### config.mk
export PLATFORM = sky130hd
export DESIGN_NAME = obj_scheduler_flat
export DESIGN_NICKNAME = d
export VERILOG_FILES = /design/src/rtl/obj_scheduler_if.sv /design/src/rtl/obj_scheduler.sv /design/src/flat_wrapper.sv
export SDC_FILE = /design/constraint.sdc
export NUM_CORES = 1
export LEC_CHECK = 0
export BUFFER_PORTS_ARGS = -buffer_cell sky130_fd_sc_hd__buf_2
export CORE_MARGIN = 2
export CORE_UTILIZATION = 42
export DETAILED_ROUTE_END_ITERATION = 16
export SYNTH_ARGS = -nofsm -noshare
export SYNTH_HDL_FRONTEND = slang
export SYNTH_SLANG_ARGS = --single-unit
### constraint.sdc
create_clock -name clk -period 2.8 [get_ports clk]
set_clock_uncertainty 0.2 [all_clocks]
set_input_delay 0.28 -clock clk [delete_from_list [all_inputs] [get_ports clk]]
set_output_delay 0.28 -clock clk [all_outputs]
set_load 0.05 [all_outputs]
### src/rtl/obj_scheduler_if.sv
// Pixel scan, host write/commit bus and object result bundle
// shared by obj_scheduler and its host/sprite stages.
interface obj_scheduler_if;
   logic [9:0] global_pixel_x;
   logic [9:0] global_pixel_y;
   logic       pixel_valid;
   logic       frame_start;
   logic       wr_en;
   logic [2:0] wr_idx;
   logic [9:0] wr_x;
   logic [9:0] wr_y;
   logic       wr_obj_en;
   logic       commit_req;
   logic       commit_pending;
   logic       commit_ack;
   logic       hit;
   logic [2:0] obj_id;
   logic [4:0] obj_pixel_x;
   logic [4:0] obj_pixel_y;
   logic       collision;

   modport master (
      output global_pixel_x, global_pixel_y, pixel_valid,
      output frame_start, wr_en, wr_idx, wr_x, wr_y,
      output wr_obj_en, commit_req,
      input  commit_pending, commit_ack, hit, obj_id,
      input  obj_pixel_x, obj_pixel_y, collision
   );

   modport slave (
      input  global_pixel_x, global_pixel_y, pixel_valid,
      input  frame_start, wr_en, wr_idx, wr_x, wr_y,
      input  wr_obj_en, commit_req,
      output commit_pending, commit_ack, hit, obj_id,
      output obj_pixel_x, obj_pixel_y, collision
   );
endinterface

### src/rtl/obj_scheduler.sv
// Per-pixel object scheduler: double-buffered 32x32 object positions,
// frame-boundary commit, 2-stage lowest-index-wins hit pipeline.
// Optional macro OBJ_COLLISION_EN builds the object-0 collision monitor.
module obj_scheduler #(
   parameter int N_OBJ = 4
) (
   input logic            clk,
   input logic            reset,
   obj_scheduler_if.slave bus
);

   typedef enum logic {IDLE, PENDING} state_t;

   state_t state_q;
   logic   ack_q;
   logic   commit_fire;

   logic [N_OBJ-1:0][9:0] sh_x_q, sh_x_d;
   logic [N_OBJ-1:0][9:0] sh_y_q, sh_y_d;
   logic [N_OBJ-1:0]      sh_en_q, sh_en_d;
   logic [N_OBJ-1:0][9:0] act_x_q, act_x_d;
   logic [N_OBJ-1:0][9:0] act_y_q, act_y_d;
   logic [N_OBJ-1:0]      act_en_q, act_en_d;

   logic [10:0]           px, py;
   logic [N_OBJ-1:0]      rng_q, rng_d;
   logic [N_OBJ-1:0][4:0] offx_q, offx_d;
   logic [N_OBJ-1:0][4:0] offy_q, offy_d;
   logic                  v1_q;

   logic       hit_q, hit_d;
   logic [2:0] id_q, id_d;
   logic [4:0] lx_q, lx_d;
   logic [4:0] ly_q, ly_d;

   // A request arriving with frame_start commits on that same edge.
   assign commit_fire = bus.frame_start &&
                        (state_q == PENDING || bus.commit_req);

   // Commit FSM with registered ack pulse.
   always_ff @(posedge clk) begin
      if (reset) begin
         state_q <= IDLE;
         ack_q   <= 1'b0;
      end else begin
         ack_q <= 1'b0;
         unique case (state_q)
            IDLE: begin
               if (bus.commit_req && bus.frame_start)
                  ack_q <= 1'b1;
               else if (bus.commit_req)
                  state_q <= PENDING;
            end
            PENDING: begin
               if (bus.frame_start) begin
                  state_q <= IDLE;
                  ack_q   <= 1'b1;
               end
            end
            default: state_q <= IDLE;
         endcase
      end
   end

   // Shadow writes and shadow->active copy (copy sees pre-write shadow).
   always_comb begin
      sh_x_d   = sh_x_q;
      sh_y_d   = sh_y_q;
      sh_en_d  = sh_en_q;
      act_x_d  = act_x_q;
      act_y_d  = act_y_q;
      act_en_d = act_en_q;
      if (commit_fire) begin
         act_x_d  = sh_x_q;
         act_y_d  = sh_y_q;
         act_en_d = sh_en_q;
      end
      for (int i = 0; i < N_OBJ; i++) begin
         if (bus.wr_en && int'(bus.wr_idx) == i) begin
            sh_x_d[i]  = bus.wr_x;
            sh_y_d[i]  = bus.wr_y;
            sh_en_d[i] = bus.wr_obj_en;
         end
      end
   end

   // Shadow and active bank registers.
   always_ff @(posedge clk) begin
      if (reset) begin
         sh_x_q   <= '0;
         sh_y_q   <= '0;
         sh_en_q  <= '0;
         act_x_q  <= '0;
         act_y_q  <= '0;
         act_en_q <= '0;
      end else begin
         sh_x_q   <= sh_x_d;
         sh_y_q   <= sh_y_d;
         sh_en_q  <= sh_en_d;
         act_x_q  <= act_x_d;
         act_y_q  <= act_y_d;
         act_en_q <= act_en_d;
      end
   end

   assign px = {1'b0, bus.global_pixel_x};
   assign py = {1'b0, bus.global_pixel_y};

   // 11-bit bounds so objects near 1023 never wrap to 0.
   for (genvar i = 0; i < N_OBJ; i++) begin : g_rng
      logic [10:0] lo_x, lo_y;
      assign lo_x = {1'b0, act_x_q[i]};
      assign lo_y = {1'b0, act_y_q[i]};
      assign rng_d[i] = act_en_q[i] &&
                        px >= lo_x && px < lo_x + 11'd32 &&
                        py >= lo_y && py < lo_y + 11'd32;
      assign offx_d[i] = bus.global_pixel_x[4:0] - act_x_q[i][4:0];
      assign offy_d[i] = bus.global_pixel_y[4:0] - act_y_q[i][4:0];
   end

   // Stage 1: per-object range bits and local offsets.
   always_ff @(posedge clk) begin
      if (reset) begin
         rng_q  <= '0;
         offx_q <= '0;
         offy_q <= '0;
         v1_q   <= 1'b0;
      end else begin
         rng_q  <= rng_d;
         offx_q <= offx_d;
         offy_q <= offy_d;
         v1_q   <= bus.pixel_valid;
      end
   end

   // Lowest index wins: scan high to low so the last match sticks.
   always_comb begin
      hit_d = 1'b0;
      id_d  = '0;
      lx_d  = '0;
      ly_d  = '0;
      for (int i = N_OBJ - 1; i >= 0; i--) begin
         if (v1_q && rng_q[i]) begin
            hit_d = 1'b1;
            id_d  = 3'(i);
            lx_d  = offx_q[i];
            ly_d  = offy_q[i];
         end
      end
   end

   // Stage 2: registered priority result.
   always_ff @(posedge clk) begin
      if (reset) begin
         hit_q <= 1'b0;
         id_q  <= '0;
         lx_q  <= '0;
         ly_q  <= '0;
      end else begin
         hit_q <= hit_d;
         id_q  <= id_d;
         lx_q  <= lx_d;
         ly_q  <= ly_d;
      end
   end

   assign bus.commit_pending = (state_q == PENDING);
   assign bus.commit_ack     = ack_q;
   assign bus.hit            = hit_q;
   assign bus.obj_id         = id_q;
   assign bus.obj_pixel_x    = lx_q;
   assign bus.obj_pixel_y    = ly_q;

`ifdef OBJ_COLLISION_EN
   logic overlap;
   logic latch_q, latch_d;
   logic coll_q, coll_d;

   assign overlap = v1_q && rng_q[0] && (|rng_q[N_OBJ-1:1]);

   // Sticky overlap latch, handed to collision at each frame_start.
   always_comb begin
      latch_d = latch_q | overlap;
      coll_d  = coll_q;
      if (bus.frame_start) begin
         coll_d  = latch_q;
         latch_d = overlap;
      end
   end

   // Collision latch and per-frame result registers.
   always_ff @(posedge clk) begin
      if (reset) begin
         latch_q <= 1'b0;
         coll_q  <= 1'b0;
      end else begin
         latch_q <= latch_d;
         coll_q  <= coll_d;
      end
   end

   assign bus.collision = coll_q;
`else
   assign bus.collision = 1'b0;
`endif

endmodule

### src/flat_wrapper.sv
// flat-port wrapper written by rule: the top's interface ports become plain ports
module obj_scheduler_flat 
#(
   parameter int N_OBJ = 4
)
  (clk, reset, bus_global_pixel_x, bus_global_pixel_y, bus_pixel_valid, bus_frame_start, bus_wr_en, bus_wr_idx, bus_wr_x, bus_wr_y, bus_wr_obj_en, bus_commit_req, bus_commit_pending, bus_commit_ack, bus_hit, bus_obj_id, bus_obj_pixel_x, bus_obj_pixel_y, bus_collision);
  obj_scheduler_if bus_i ();
  input logic clk;
  input logic reset;
  input wire logic [$bits(bus_i.global_pixel_x)-1:0] bus_global_pixel_x;
  input wire logic [$bits(bus_i.global_pixel_y)-1:0] bus_global_pixel_y;
  input wire logic [$bits(bus_i.pixel_valid)-1:0] bus_pixel_valid;
  input wire logic [$bits(bus_i.frame_start)-1:0] bus_frame_start;
  input wire logic [$bits(bus_i.wr_en)-1:0] bus_wr_en;
  input wire logic [$bits(bus_i.wr_idx)-1:0] bus_wr_idx;
  input wire logic [$bits(bus_i.wr_x)-1:0] bus_wr_x;
  input wire logic [$bits(bus_i.wr_y)-1:0] bus_wr_y;
  input wire logic [$bits(bus_i.wr_obj_en)-1:0] bus_wr_obj_en;
  input wire logic [$bits(bus_i.commit_req)-1:0] bus_commit_req;
  output wire logic [$bits(bus_i.commit_pending)-1:0] bus_commit_pending;
  output wire logic [$bits(bus_i.commit_ack)-1:0] bus_commit_ack;
  output wire logic [$bits(bus_i.hit)-1:0] bus_hit;
  output wire logic [$bits(bus_i.obj_id)-1:0] bus_obj_id;
  output wire logic [$bits(bus_i.obj_pixel_x)-1:0] bus_obj_pixel_x;
  output wire logic [$bits(bus_i.obj_pixel_y)-1:0] bus_obj_pixel_y;
  output wire logic [$bits(bus_i.collision)-1:0] bus_collision;
  assign bus_i.global_pixel_x = bus_global_pixel_x;
  assign bus_i.global_pixel_y = bus_global_pixel_y;
  assign bus_i.pixel_valid = bus_pixel_valid;
  assign bus_i.frame_start = bus_frame_start;
  assign bus_i.wr_en = bus_wr_en;
  assign bus_i.wr_idx = bus_wr_idx;
  assign bus_i.wr_x = bus_wr_x;
  assign bus_i.wr_y = bus_wr_y;
  assign bus_i.wr_obj_en = bus_wr_obj_en;
  assign bus_i.commit_req = bus_commit_req;
  assign bus_commit_pending = bus_i.commit_pending;
  assign bus_commit_ack = bus_i.commit_ack;
  assign bus_hit = bus_i.hit;
  assign bus_obj_id = bus_i.obj_id;
  assign bus_obj_pixel_x = bus_i.obj_pixel_x;
  assign bus_obj_pixel_y = bus_i.obj_pixel_y;
  assign bus_collision = bus_i.collision;
  obj_scheduler #(.N_OBJ(N_OBJ)) u_core (.clk(clk), .reset(reset), .bus(bus_i));
endmodule
==> flow_metrics.env, run 1 <==
export IMPL_synth_cell_type_count=64
export IMPL_fmax_ghz=0.414
export IMPL_arrival_ns=2.67
export IMPL_grt_pass1_vias=8975
export IMPL_finalCoreUtilization=0.493
export IMPL_clk_pin_slew_worst_paths_ns=0.06
export IMPL_maxCapViolCount=0
export IMPL_drc=0
export IMPL_dieArea_um2=28700
export IMPL_area_delta_synth_final_pct=15.3
export IMPL_layout_drive_gt1_share=0.0900
export IMPL_grt_usage=0.210
export IMPL_worst_path_max_fanout=2
export IMPL_via_per_inst=5.14
export IMPL_holdCritPathClass="in2reg"
export IMPL_fin_area_um2=13200
export IMPL_netlist_area_um2=11500
export IMPL_drtIter0Drc=614
export IMPL_clockRootBuffer="clkbuf_16"
export IMPL_cts_buffers_inserted=25
export IMPL_fin_ws_ns=0.383
export IMPL_drv_slew=0
export IMPL_placed_area_um2=12100
export IMPL_cts_resized=0
export IMPL_vias=9511
export IMPL_core_area_um2=26900
export IMPL_final_antenna_net_count=0
export IMPL_wirelength_um=29700
export IMPL_worstSetupStartpointType="register"
export IMPL_syn_instance_count=1426
export IMPL_power_density_nw_per_um2=554
export IMPL_slew_limit_headroom=0.361
export IMPL_synth_top_area_cell="dfxtp_1"
export IMPL_antenna_cells=0
export IMPL_start_util=0.427
export IMPL_status="finished clean"
export IMPL_rsz0062_at_grt="no"
export IMPL_die_w_um=169
export IMPL_hpwlAfterDp_um=21500
export IMPL_die_height_um=169
export IMPL_avgSynthCellArea_um2=8.05
export IMPL_cp_data_required_time_ns=3.06
export IMPL_synth_warnings=0
export IMPL_antenna_found_initial=0
export IMPL_yosysSeqAreaShare=0.397
export IMPL_gp_congestion=0.858
export IMPL_synthDominantCellAreaShare=0.397
export IMPL_clkSinkCount=228
export IMPL_leakage_nw=4.92
export IMPL_wl_per_cell_um=16.0
export IMPL_nets=1679
export IMPL_io_buffers=64
export IMPL_synth_seq_cells=228
export IMPL_tns_ns=0
export IMPL_firstDrtPassIters=5
export IMPL_cts_hold_buf=26
export IMPL_async_flop_share=0
export IMPL_peakVddDrop_mv=0.282
export IMPL_cts_tree="built"
export IMPL_rows=60
export IMPL_grt_max_degree=85
export IMPL_setup_viol=0
export IMPL_place_ws_ns=0.242
export IMPL_synth_enable_flop_cells=0
export IMPL_hold_viol_final=0
export IMPL_total_power_mw=7.34
export IMPL_clockBufferDepth=3
export IMPL_post_cts_buffers=0
export IMPL_ys_flop_type="dfxtp_1"
export IMPL_worst_slew_pin_slew_ns=0.959
export IMPL_ios=67
export IMPL_period_share=0.863
export IMPL_clkLatencyLatePin_ns=0.51
export IMPL_overflow=0
export IMPL_h_tree_depth=1
export IMPL_path_class="reg2reg"
export IMPL_fin_crit_ns=2.42
export IMPL_yosys_top_cells_area="dfxtp_1 40%, ha_1 14%, nand2_1 11%, a21oi_1 8.9%, inv_1 3.0%"
export IMPL_grt_first_pass_wirelength_um=48500
export IMPL_end_kind="register"
layout by cell type (no fill, tap or decap), types with 8 or more instances in the layout:
cell type      instances
o21ai_0               27
a221oi_1               9
nor2b_1               26
fa_1                   8
buf_2                 63
nand2_1              345
inv_1                 93
nor4_1                 8
dfxtp_1              228
buf_4                 11
a21o_1                15
nor3_1                24
o21a_1                15
nor2_1                79
a211oi_1               9
dlygate4sd3_1         26
xnor2_1               32
a21oi_1              205
ha_1                 128
clkbuf_8              10
clkbuf_16             25
nand3_1               22
final timing paths:
path	start	endpoint	slack, ns	depth (start not counted)
max	u_core.act_y_q[0]	u_core.rng_q[0]	0.38	8
min	bus_global_pixel_y[0]	u_core.offy_q[5]	0.06	4
max reg2reg	u_core.act_y_q[0]	u_core.rng_q[0]	0.38	8
min reg2reg	u_core.sh_x_q[38]	u_core.act_x_q[38]	0.25	2
area by class of cell:
| type | count | area [um^2] |
|---|---|---|
| clock buffer | 37 | 771 |
| clock inverter | 8 | 65.1 |
| fill | 2703 | 13600 |
| inverter | 94 | 353 |
| multi-input combinational | 1040 | 6330 |
| sequential | 228 | 4560 |
| tap | 341 | 427 |
| timing repair buffer | 104 | 729 |
logic make-up after synthesis:
logic type,Yosys count,synth area share
simple gates,537,0.198
compound gates,329,0.170
flops,228,0.397
buf+inv,159,0.0535
fa+ha+maj,136,0.153
xor+xnor,36,0.0275
other cells,1,0.000326
cell usage after synthesis (2+ instances only):
cell type and instances:
o211ai_1 4, nand2b_1 7, o22ai_1 2, buf_2 8, nand4_1 5, a211o_1 2, xor2_1 4, o21ai_2 2
dfxtp_1 228, a21oi_1 205, xnor2_1 32, nand3_1 22, nor2_1 79, clkbuf_1 38, nor3b_1 3, a21o_1 15
o2111ai_1 6, o31ai_1 2, fa_1 8, o31a_1 4, nor3_1 25, ha_1 128, buf_1 17, a211oi_1 9
a41oi_1 2, a221oi_1 9, and3_1 2, nor4_2 2, o22a_1 3, o21ai_1 5, o21a_1 15, inv_1 93
buf_4 2, nor4_1 8, nand2_1 345, o21ai_0 27, a2111oi_0 3, nor2b_1 27, or3_1 3
registers in the layout, indices dropped and copies added (netlist names):
signal,count
u_core.act_x_q,40
u_core.act_y_q,40
u_core.sh_x_q,40
u_core.sh_y_q,40
u_core.offx_q,20
u_core.offy_q,20
u_core.bus.obj_pixel_x,5
u_core.bus.obj_pixel_y,5
u_core.act_en_q,4
u_core.rng_q,4
u_core.sh_en_q,4
u_core.bus.obj_id,2
u_core.bus.commit_ack,1
u_core.bus.commit_pending,1
u_core.bus.hit,1
u_core.v1_q,1
through the flow:
| step | hold WS [ns] | std cells |
|---|---|---|
| finish | 0.0566 | 1852 |
| global route | 0.0846 | 1852 |
| CTS | 0.0504 | 1852 |
| detailed placement | 0.244 | 1781 |
| global placement | 0.239 | 1781 |
| floorplan | 0.157 | 1427 |
critical path, cell delays in order (launching register included):
cell      delay (ns)
dfxtp_1         0.31
ha_1            0.21
fa_1            0.42
nand2b_1        0.18
a21oi_2         0.16
o221a_1         0.21
o211ai_1        0.09
a31oi_1         0.34
o2111a_1        0.24
power breakdown:
part / internal [mW] / switching, mW
sequential: 3.33 / 0.0386
clock: 1.98 / 1.28
combinational: 0.270 / 0.434
total: 5.58 / 1.76
per-layer routing:
layer / track usage / part of all wire / wire length (um)
met5: 0 / 0 / 0
met2: 0.320 / 0.42 / 12500
met1: 0.316 / 0.51 / 15100
met3: 0.0238 / 0.051 / 1510
met4: 0.0465 / 0.018 / 544
Note: power is estimated with default switching activity, not from simulation.
==> run 2: changes to the inputs <==
--- a/config.mk
+++ b/config.mk
@@ -7,7 +7,7 @@
 export LEC_CHECK = 0
 export BUFFER_PORTS_ARGS = -buffer_cell sky130_fd_sc_hd__buf_2
 export CORE_MARGIN = 2
-export CORE_UTILIZATION = 42
+export CORE_UTILIZATION = 35
 export DETAILED_ROUTE_END_ITERATION = 16
 export SYNTH_ARGS = -nofsm -noshare
 export SYNTH_HDL_FRONTEND = slang
==> run 2 against run 1 <==
Net effect:
- via count up 0.91%
- core utilization decreased by 7.9 points
- die area grew 20%
- cell count increased by 5.6%
- routed wire length up 2.2%
- register-to-register slack better by 0.02 ns
- worst hold slack gained 0.0063 ns
- clock power rose by 4%
- non-clock buffer count is 4 higher
- largest cell class unchanged
==> flow_metrics.env, run 2 (synthesis results as in run 1) <==
export IMPL_final_antenna_net_count=0
export IMPL_clkSinkCount=228
export IMPL_overflow=0
export IMPL_whs_ns=0.0629
export IMPL_drc=0
export IMPL_power_density_nw_per_um2=557
export IMPL_min_path_cells=4
export IMPL_cts_tree="built"
export IMPL_core_area_um2=32500
export IMPL_firstDrtPassIters=6
export IMPL_leakage_nw=4.94
export IMPL_tns_ns=0
export IMPL_end_kind="register"
export IMPL_dieArea_um2=34300
export IMPL_placed_area_um2=12300
export IMPL_r2r_cells=8
export IMPL_final_common_cell="nand2_1"
export IMPL_die_height_um=185
export IMPL_fin_area_um2=13400
export IMPL_rows=66
export IMPL_fill_cells=3267
export IMPL_fmax_ghz=0.416
export IMPL_clk_pin_slew_worst_paths_ns=0.06
export IMPL_via_per_inst=4.91
export IMPL_grt_pass1_vias=9020
export IMPL_gp_congestion=0.844
export IMPL_maxCapViolCount=0
export IMPL_worst_slew_pin_slew_ns=1.02
export IMPL_status="finished clean"
export IMPL_nets=1683
export IMPL_dp_cells=1887
export IMPL_arrival_ns=2.66
export IMPL_clkLatencyLatePin_ns=0.53
export IMPL_antenna_cells=0
export IMPL_cp_top_family="compound AO/OA/AOI/OAI gates"
export IMPL_cts_buffers_inserted=25
export IMPL_cp_data_required_time_ns=3.06
export IMPL_period_share=0.858
export IMPL_path_class="reg2reg"
export IMPL_worst_path_max_fanout=2
export IMPL_antenna_found_initial=0
export IMPL_wl_per_cell_um=15.5
export IMPL_worst_path_stages=8
export IMPL_setup_viol=0
export IMPL_hpwlAfterDp_um=22200
export IMPL_start_util=0.354
export IMPL_cts_resized=0
export IMPL_grt_max_degree=75
export IMPL_cp_slowest_cell="fa_1"
export IMPL_final_cell_mix="345 x nand2_1, 228 x dfxtp_1, 205 x a21oi_1"
export IMPL_die_w_um=185
export IMPL_drtIter0Drc=598
export IMPL_fin_crit_ns=2.40
export IMPL_area_delta_synth_final_pct=17.0
export IMPL_slowest_delay_ns=0.43
export IMPL_ios=67
export IMPL_path_cells="ha_1 -> fa_1 -> nand2b_1 -> a21oi_2 -> o221a_1 -> o211ai_1 -> a31oi_1 -> o2111a_1"
export IMPL_grt_usage=0.178
export IMPL_io_buffers=64
export IMPL_drv_slew=0
export IMPL_clockRootBuffer="clkbuf_16"
export IMPL_slew_limit_headroom=0.318
export IMPL_finalNonFillerCells=1956
export IMPL_peakVddDrop_mv=0.365
export IMPL_worstSetupStartpointType="register"
export IMPL_grt_first_pass_wirelength_um=48500
export IMPL_wirelength_um=30300
export IMPL_worst_path_buf_inv=0
export IMPL_h_tree_depth=1
export IMPL_finalCoreUtilization=0.414
export IMPL_rsz0062_at_grt="no"
export IMPL_hold_viol_final=0
export IMPL_holdCritPathClass="in2reg"
export IMPL_layout_drive_gt1_share=0.0905
export IMPL_clockBufferDepth=3
export IMPL_vias=9598
-- run 2: cell type report --
| class | count | area [um^2] | area share |
|---|---|---|---|
| tap | 442 | 553 | 0.0411 |
| multi-input combinational | 1040 | 6330 | 0.471 |
| inverter | 94 | 353 | 0.0262 |
| timing repair buffer | 108 | 782 | 0.0582 |
| clock buffer | 36 | 727 | 0.0541 |
| clock inverter | 8 | 128 | 0.00949 |
| sequential | 228 | 4560 | 0.340 |
-- run 2: worst register-to-register path: stages, from the launching register on --
cell,delay [ns]
dfxtp_1,0.32
ha_1,0.21
fa_1,0.43
nand2b_1,0.18
a21oi_2,0.18
o221a_1,0.22
o211ai_1,0.08
a31oi_1,0.29
o2111a_1,0.23
-- run 2: repair_timing --
action | CTS | global route
buffers inserted | 0 | 0
hold buffers | 25 | 0
endpoints found under the hold margin | 90 | 0
-- run 2: metal layers --
metal	routed length (um)	up-vias	GRT usage
met3	1430	40	0.0224
met1	14900	4389	0.256
met4	570	0	0.0406
li1	-	4962	-
met2	13400	207	0.284
met5	0	-	0
-- run 2: path summary, 6_finish.rpt --
| kind | startpoint | endpoint | slack, ns |
|---|---|---|---|
| hold / removal | bus_global_pixel_y[0] | u_core.offy_q[5] | 0.06 |
| setup reg to reg | u_core.act_y_q[0] | u_core.rng_q[0] | 0.40 |
| setup / recovery | u_core.act_y_q[0] | u_core.rng_q[0] | 0.40 |
| hold reg to reg | u_core.sh_y_q[7] | u_core.act_y_q[7] | 0.25 |
-- run 2: per-stage QoR --
stage               setup slack (ns)  total power [mW]
floorplan                      0.529              3.87
global placement               0.235              4.11
detailed placement             0.223              4.12
CTS                            0.382              7.56
global route                   0.269              7.79
finish                         0.398              7.48
-- run 2: power breakdown --
part | internal, mW | switching (mW) | total, mW
Combinational | 0.279 | 0.441 | 0.720
Clock | 2.08 | 1.32 | 3.40
Sequential | 3.33 | 0.0366 | 3.36
